[src/rtl/counter_pkg.sv]
// Shared constants and helpers for the prescaled counter slice.
// Optional saturation mode is selected with CNT_SATURATE_EN (see prescaled_counter).
package counter_pkg;

  localparam logic CNT_UP   = 1'b1;
  localparam logic CNT_DOWN = 1'b0;

  // Prescaler register width: clog2 of the division ratio, never narrower than 1 bit.
  function automatic int pre_width(input int prescale);
    return (prescale > 1) ? $clog2(prescale) : 1;
  endfunction

endpackage

[src/rtl/tick_prescaler.sv]
// Enable-gated divider producing a one-cycle step strobe every PRESCALE enabled cycles.
// clear restarts the phase at 0 so a load is followed by a full step interval.
module tick_prescaler
  import counter_pkg::*;
#(
  parameter int PRESCALE = 25_000_000
) (
  input  logic clock_in,
  input  logic reset,
  input  logic enable,
  input  logic clear,
  output logic tick
);

  localparam int             PW       = pre_width(PRESCALE);
  localparam logic [PW-1:0]  PRE_LAST = PW'(PRESCALE - 1);

  logic [PW-1:0] pre;

  always_ff @(posedge clock_in or negedge reset) begin
    if (!reset) begin
      pre <= '0;
    end else if (clear) begin
      pre <= '0;
    end else if (enable) begin
      pre <= (pre == PRE_LAST) ? '0 : pre + PW'(1);
    end
  end

  // Gating with reset keeps the strobe low during reset even when PRESCALE is 1.
  assign tick = reset & enable & (pre == PRE_LAST);

endmodule

[src/rtl/prescaled_counter.sv]
// Modulo-MODULUS up/down counter stepped by an internal prescaler tick, with clamped load
// and a terminal-count pulse. Define CNT_SATURATE_EN to hold at the boundary instead of wrapping.
module prescaled_counter
  import counter_pkg::*;
#(
  parameter int WIDTH    = 4,
  parameter int MODULUS  = 16,
  parameter int PRESCALE = 25_000_000
) (
  input  logic             clock_in,
  input  logic             reset,
  input  logic             enable,
  input  logic             up_down,
  input  logic             load,
  input  logic [WIDTH-1:0] load_value,
  output logic [WIDTH-1:0] q,
  output logic             tick,
  output logic             terminal
);

  localparam logic [WIDTH-1:0] Q_LAST = WIDTH'(MODULUS - 1);

  logic             boundary;
  logic [WIDTH-1:0] load_clamped;
  logic [WIDTH-1:0] q_step;

  tick_prescaler #(
    .PRESCALE (PRESCALE)
  ) u_prescaler (
    .clock_in (clock_in),
    .reset    (reset),
    .enable   (enable),
    .clear    (load),
    .tick     (tick)
  );

  always_comb begin
    boundary     = (up_down == CNT_UP) ? (q == Q_LAST) : (q == '0);
    load_clamped = (load_value > Q_LAST) ? Q_LAST : load_value;
    q_step       = q;
`ifdef CNT_SATURATE_EN
    if (!boundary) begin
      q_step = (up_down == CNT_UP) ? q + WIDTH'(1) : q - WIDTH'(1);
    end
`else
    if (boundary) begin
      q_step = (up_down == CNT_UP) ? '0 : Q_LAST;
    end else begin
      q_step = (up_down == CNT_UP) ? q + WIDTH'(1) : q - WIDTH'(1);
    end
`endif
  end

  // Load outranks a coincident tick; that tick's step and terminal are discarded.
  always_ff @(posedge clock_in or negedge reset) begin
    if (!reset) begin
      q        <= '0;
      terminal <= 1'b0;
    end else if (load) begin
      q        <= load_clamped;
      terminal <= 1'b0;
    end else if (tick) begin
      q        <= q_step;
      terminal <= boundary;
    end else begin
      terminal <= 1'b0;
    end
  end

endmodule
[config.mk]
export PLATFORM = sky130hd
export DESIGN_NAME = prescaled_counter
export DESIGN_NICKNAME = d
export VERILOG_FILES = /design/src/rtl/counter_pkg.sv /design/src/rtl/tick_prescaler.sv /design/src/rtl/prescaled_counter.sv
export SDC_FILE = /design/constraint.sdc
export NUM_CORES = 1
export LEC_CHECK = 0
export CORE_MARGIN = 1.5
export CORE_UTILIZATION = 60
export CTS_BUF_LIST = sky130_fd_sc_hd__clkbuf_4 sky130_fd_sc_hd__clkbuf_8
export DETAILED_ROUTE_END_ITERATION = 12
export PLACE_DENSITY = 0.91
export RECOVER_POWER = 25
export SLEW_MARGIN = 20
export SYNTH_ARGS = -nofsm -noshare
export SYNTH_HDL_FRONTEND = slang
export SYNTH_SLANG_ARGS = --single-unit
[constraint.sdc]
create_clock -name clock_in -period 2.8 [get_ports clock_in]
set_input_delay 0.56 -clock clock_in [delete_from_list [all_inputs] [get_ports clock_in]]
set_output_delay 0.56 -clock clock_in [all_outputs]
set_load 0.1 [all_outputs]
## Yosys cells after proc, flatten, opt, wreduce, memory -nomap -nowiden

Cells that the tools add are included.

- Memories kept: 0
- Bits in latches: 0
- Input bits: 9
- Memory bits (writable): 0
- Flip-flop bits (word level): 30
- Word-level logic and storage cells: 26
- Memory bits (read-only): 0

- Divide/modulo/power cells: 0
- Magnitude comparators: 1
- Shifts and indexed selects: 0
- Add/sub/neg operators: 3
- Bitwise logic cells: 2
- Eq/ne operators: 2
- Muxes and demuxes: 12
- $mul: 0
- Reductions and logical operators: 3

Operators by type and width:

| kind | number |
|---|---|
| 25-bit two-way mux | 3 |
| 25-bit by 1-bit adder with 25-bit output, second input constant | 1 |
| 25-bit equality test, second input constant | 1 |
| 4-bit two-way mux | 6 |
| 4-bit by 1-bit adder with 4-bit output, second input constant | 1 |
| 4-bit equality test, second input constant | 1 |
| 4-bit greater-than comparator, second input constant | 1 |
| 4-bit zero test | 1 |
| 2-bit nonzero test | 2 |
| 4-bit by 1-bit subtractor with 4-bit output, second input constant | 1 |
| 1-bit two-way mux | 3 |
| 1-bit AND | 2 |

## Logic depth before layout (Yosys ltp)

- Word-level depth: 5
- Depth in mapped cells: 8
- Mapped depth without buffers: 7

## By module

From an unflattened synthesis, not the netlist that was laid out.

- Cells, all modules: 221
- Area, all modules: 1,978.1 um^2

Modules (own cells, without submodules):

| module | times used | area an instance (um^2) | cells each | sequential area each (um^2) |
|---|---|---|---|---|
| tick_prescaler | 1 | 1,562.7 | 177 | 625.6 |
| prescaled_counter | 1 | 415.4 | 44 | 125.1 |

## Least setup slack after synthesis

Ideal clock, no wire load.

- Path kind: reg2out
- Start point: register u_prescaler.pre[17]
- End point: output port tick
- Path buffers: 0
- Cell stages (with the launch flop): 5
- Data required time: 2.240 ns
- Path slack: -0.568 ns
- Data arrival time: 2.808 ns
- Path through: dfrtp_1 nor4b_1 and4b_1 nand4_1 nor4_2

- Longest elaborated chain between the ends: 2

Ends and longest elaborated chain:

| item | line | text |
|---|---|---|
| from (decl) | tick_prescaler.sv:18 | `logic [PW-1:0] pre;` |
| from (signal assigned) | tick_prescaler.sv:26 | `pre <= (pre == PRE_LAST) ? '0 : pre + PW'(1);` |
| 25-bit equality test | tick_prescaler.sv:31 | `assign tick = reset & enable & (pre == PRE_LAST);` |
| 1-bit AND | tick_prescaler.sv:31 |  |
| to (decl) | prescaled_counter.sv:17 | `output logic tick,` |

Every way passes these cells.

## Worst setup path after layout

- Start point: register u_prescaler.pre[11]
- End point: output port tick

Same word-level chain as after synthesis.

==> qor.yml <==
regToRegSetupSlack_ns: 0.70
worstHoldPathType: "reg -> reg"
postSynthCellCount: 185
finalPower_uw: 860
synth_area_leaders: "dfrtp_1 (42%), xor2_1 (9.3%), nor2_1 (5.8%), nand4_1 (4.2%), nand3_1 (3.1%)"
hold_start: "u_prescaler.pre[22]$_DFFE_PN0P_"
hpwlAfterDp_um: 2990
ff_latch_area_um2: 751
period_needed_ns: 2.72
insertion_delay_ns: 0.33
async_flop_share_pct: 100
hold_end: "u_prescaler.pre[22]$_DFFE_PN0P_"
synth_flop_cell: "dfrtp_1"
postCtsResizedCells: 0
power_leakage_nw: 0.903
required_ns: 2.24
coreArea_um2: 2810
io_buffer_count: 14
grt_pass1_vias: 1479
vdd_drop_max_v: 0.000278
root_buffer: "clkbuf_4"
clock-sinks: 30
synth_most_common_cell: "dfrtp_1"
synth_nets: 198
ys_types: 40
overflow: 0
rr_endpoint: "u_prescaler.pre[20]$_DFFE_PN0P_"
arrival_ns: 2.16
dieArea_um2: 3330
postCtsSetupRepairBufs: 0
r2r_cells: 6
drtIter0Drc: 71
synth_edf_count: 0
cts-hold-fix-buffers: 0
cp_max_fo: 5
multiInputGateArea_um2: 1010
timing.setup.tns_ns: 0
violations: "DRC, capacitance limit, slew limit"
path_class: "reg -> out"
slew_headroom_pct: -2.70
yosys.area.top_type: "dfrtp_1"
synth_seq_cells: 30
rows: 19
grt_pass1_wl_um: 6780
tritoncts: "built"
grt_setup_unrepaired: "false"
wl_per_cell_um: 17.0
grtUsageTotal_pct: 27.1
antennaDiodeCount: 0
pwr_density_cell_nw_per_um2: 422
synth_commonest_cells: "dfrtp_1 (30), nor2_1 (28), xor2_1 (19)"
gp_congestion: 0.919
ys_warn_count: 0
outcome: "finished, violations left"
drv_slew: 31
first_pass_iters: 8
antenna_found_initial: 0
start_kind: "flop"
ant_nets: 0
hold_depth: 2
reg2reg_from: "u_prescaler.pre[0]$_DFFE_PN0P_"
fin_crit_sh_pct: 97.1
synth_top_area_share_pct: 41.8
cts_buffers: 5
finalSetupViolCount: 0
avgSynthCellArea_um2: 9.72
fillers: 203
via_per_inst: 6.29
start_util_pct: 64.1
fmax_ghz: 0.368
final-hold-violation-count: 0
cts.clk_slew.worst_paths_ns: 0.09
drt-total-wl_um: 3980
worst_pin_slew_ns: 1.54
fp.dieH_um: 57.7
drv_cap: 1
die_x_um: 57.7
grt_max_degree: 31
syn2layout_area_growth_pct: 13.4
ys_seq_area_share_pct: 41.8
num_vias: 1471
ios: 15
synth_area_um2: 1800
cts_max_path_buffers: 2
fin_nets: 215
htree_levels: 2
final_util_pct: 72.7
drc: 2
skew_ns: 0.00689
drive_gt1_share_pct: 13.8
end_kind: "primary output"
==> flip-flops by register name (all words and copies together) (netlist names) <==
name,count
q,4
terminal,1
u_prescaler.pre,25
==> power by group <==
part / switching (mW) / internal (mW) / total (mW)
logic: 0.0864 / 0.0451 / 0.132
registers: 0.0123 / 0.440 / 0.452
clock network: 0.145 / 0.131 / 0.276
==> how the worst max path moves through the flow <==
| stage | startpoint | end | slack [ns] |
|---|---|---|---|
| 6_report | u_prescaler.pre[11]$_DFFE_PN0P_ | tick | 0.08 |
| 5_1_grt | u_prescaler.pre[11]$_DFFE_PN0P_ | tick | 0.002 |
| 4_1_cts | u_prescaler.pre[17]$_DFFE_PN0P_ | tick | 0.09 |
| 3_5_place_dp | up_down | q[1]$_DFFE_PN0P_ | 0.20 |
| 3_3_place_gp | up_down | q[2]$_DFFE_PN0P_ | 0.45 |
| 2_1_floorplan | u_prescaler.pre[17]$_DFFE_PN0P_ | tick | 0.06 |
==> layout make-up <==
class	count	share of cell area (%)
Multi-Input combinational cell	145	49.7
Sequential cell	30	36.8
Timing Repair Buffer	18	8.04
Clock buffer	7	2.89
Tap cell	31	1.90
Inverter	2	0.368
Clock inverter	1	0.246
==> metrics by stage <==
| stage | instance area, um^2 | setup slack [ns] | instances | hold WS [ns] |
|---|---|---|---|---|
| 2_1_floorplan | 1810 | 0.0638 | 185 | 0.264 |
| 4_1_cts | 2040 | 0.0876 | 234 | 0.577 |
| 6_report | 2040 | 0.0819 | 234 | 0.579 |
| 5_1_grt | 2040 | 0.00243 | 234 | 0.596 |
| 3_3_place_gp | 1980 | 0.448 | 226 | 0.540 |
| 3_5_place_dp | 1980 | 0.195 | 226 | 0.551 |
==> per-layer routing <==
layer	up-vias	routed length, um	GRT usage, %
li1	699	-	-
met1	715	1660	32.7
met2	46	2050	45.1
met3	11	168	6.03
met4	0	93	14.3
met5	-	0	0
==> placed cells by master (no fill, tap or decap), drive strengths merged, types with 3 or more instances in the layout <==
master	instances
a21oi	4
and3	7
and4	3
buf	9
clkbuf	8
clkdlybuf4s50	7
dfrtp	30
ha	3
nand2	11
nand2b	3
nand3	11
nand4	13
nor2	28
nor3b	5
nor4	5
nor4b	3
xnor2	6
xor2	19
==> kinds of logic (layout without fill, tap and decap cells) <==
logic type	count (synthesis)	after routing	synth area share, %
XOR/XNOR	25	25	12.2
AO/OA/AOI/OAI	18	18	7.10
AND/OR/NAND/NOR	98	98	33.4
flip-flops	30	30	41.8
buffers and inverters	10	28	2.37
adder cells (fa/ha/maj)	4	4	3.20
==> worst max-delay path: stages, from the launching register on <==
cell	delay [ns]
dfrtp_1	0.43
and4_1	0.33
and4b_1	0.23
nand4_1	0.17
nor4_4	0.44
buf_12	0.22
(Power assumes the default switching activity.)
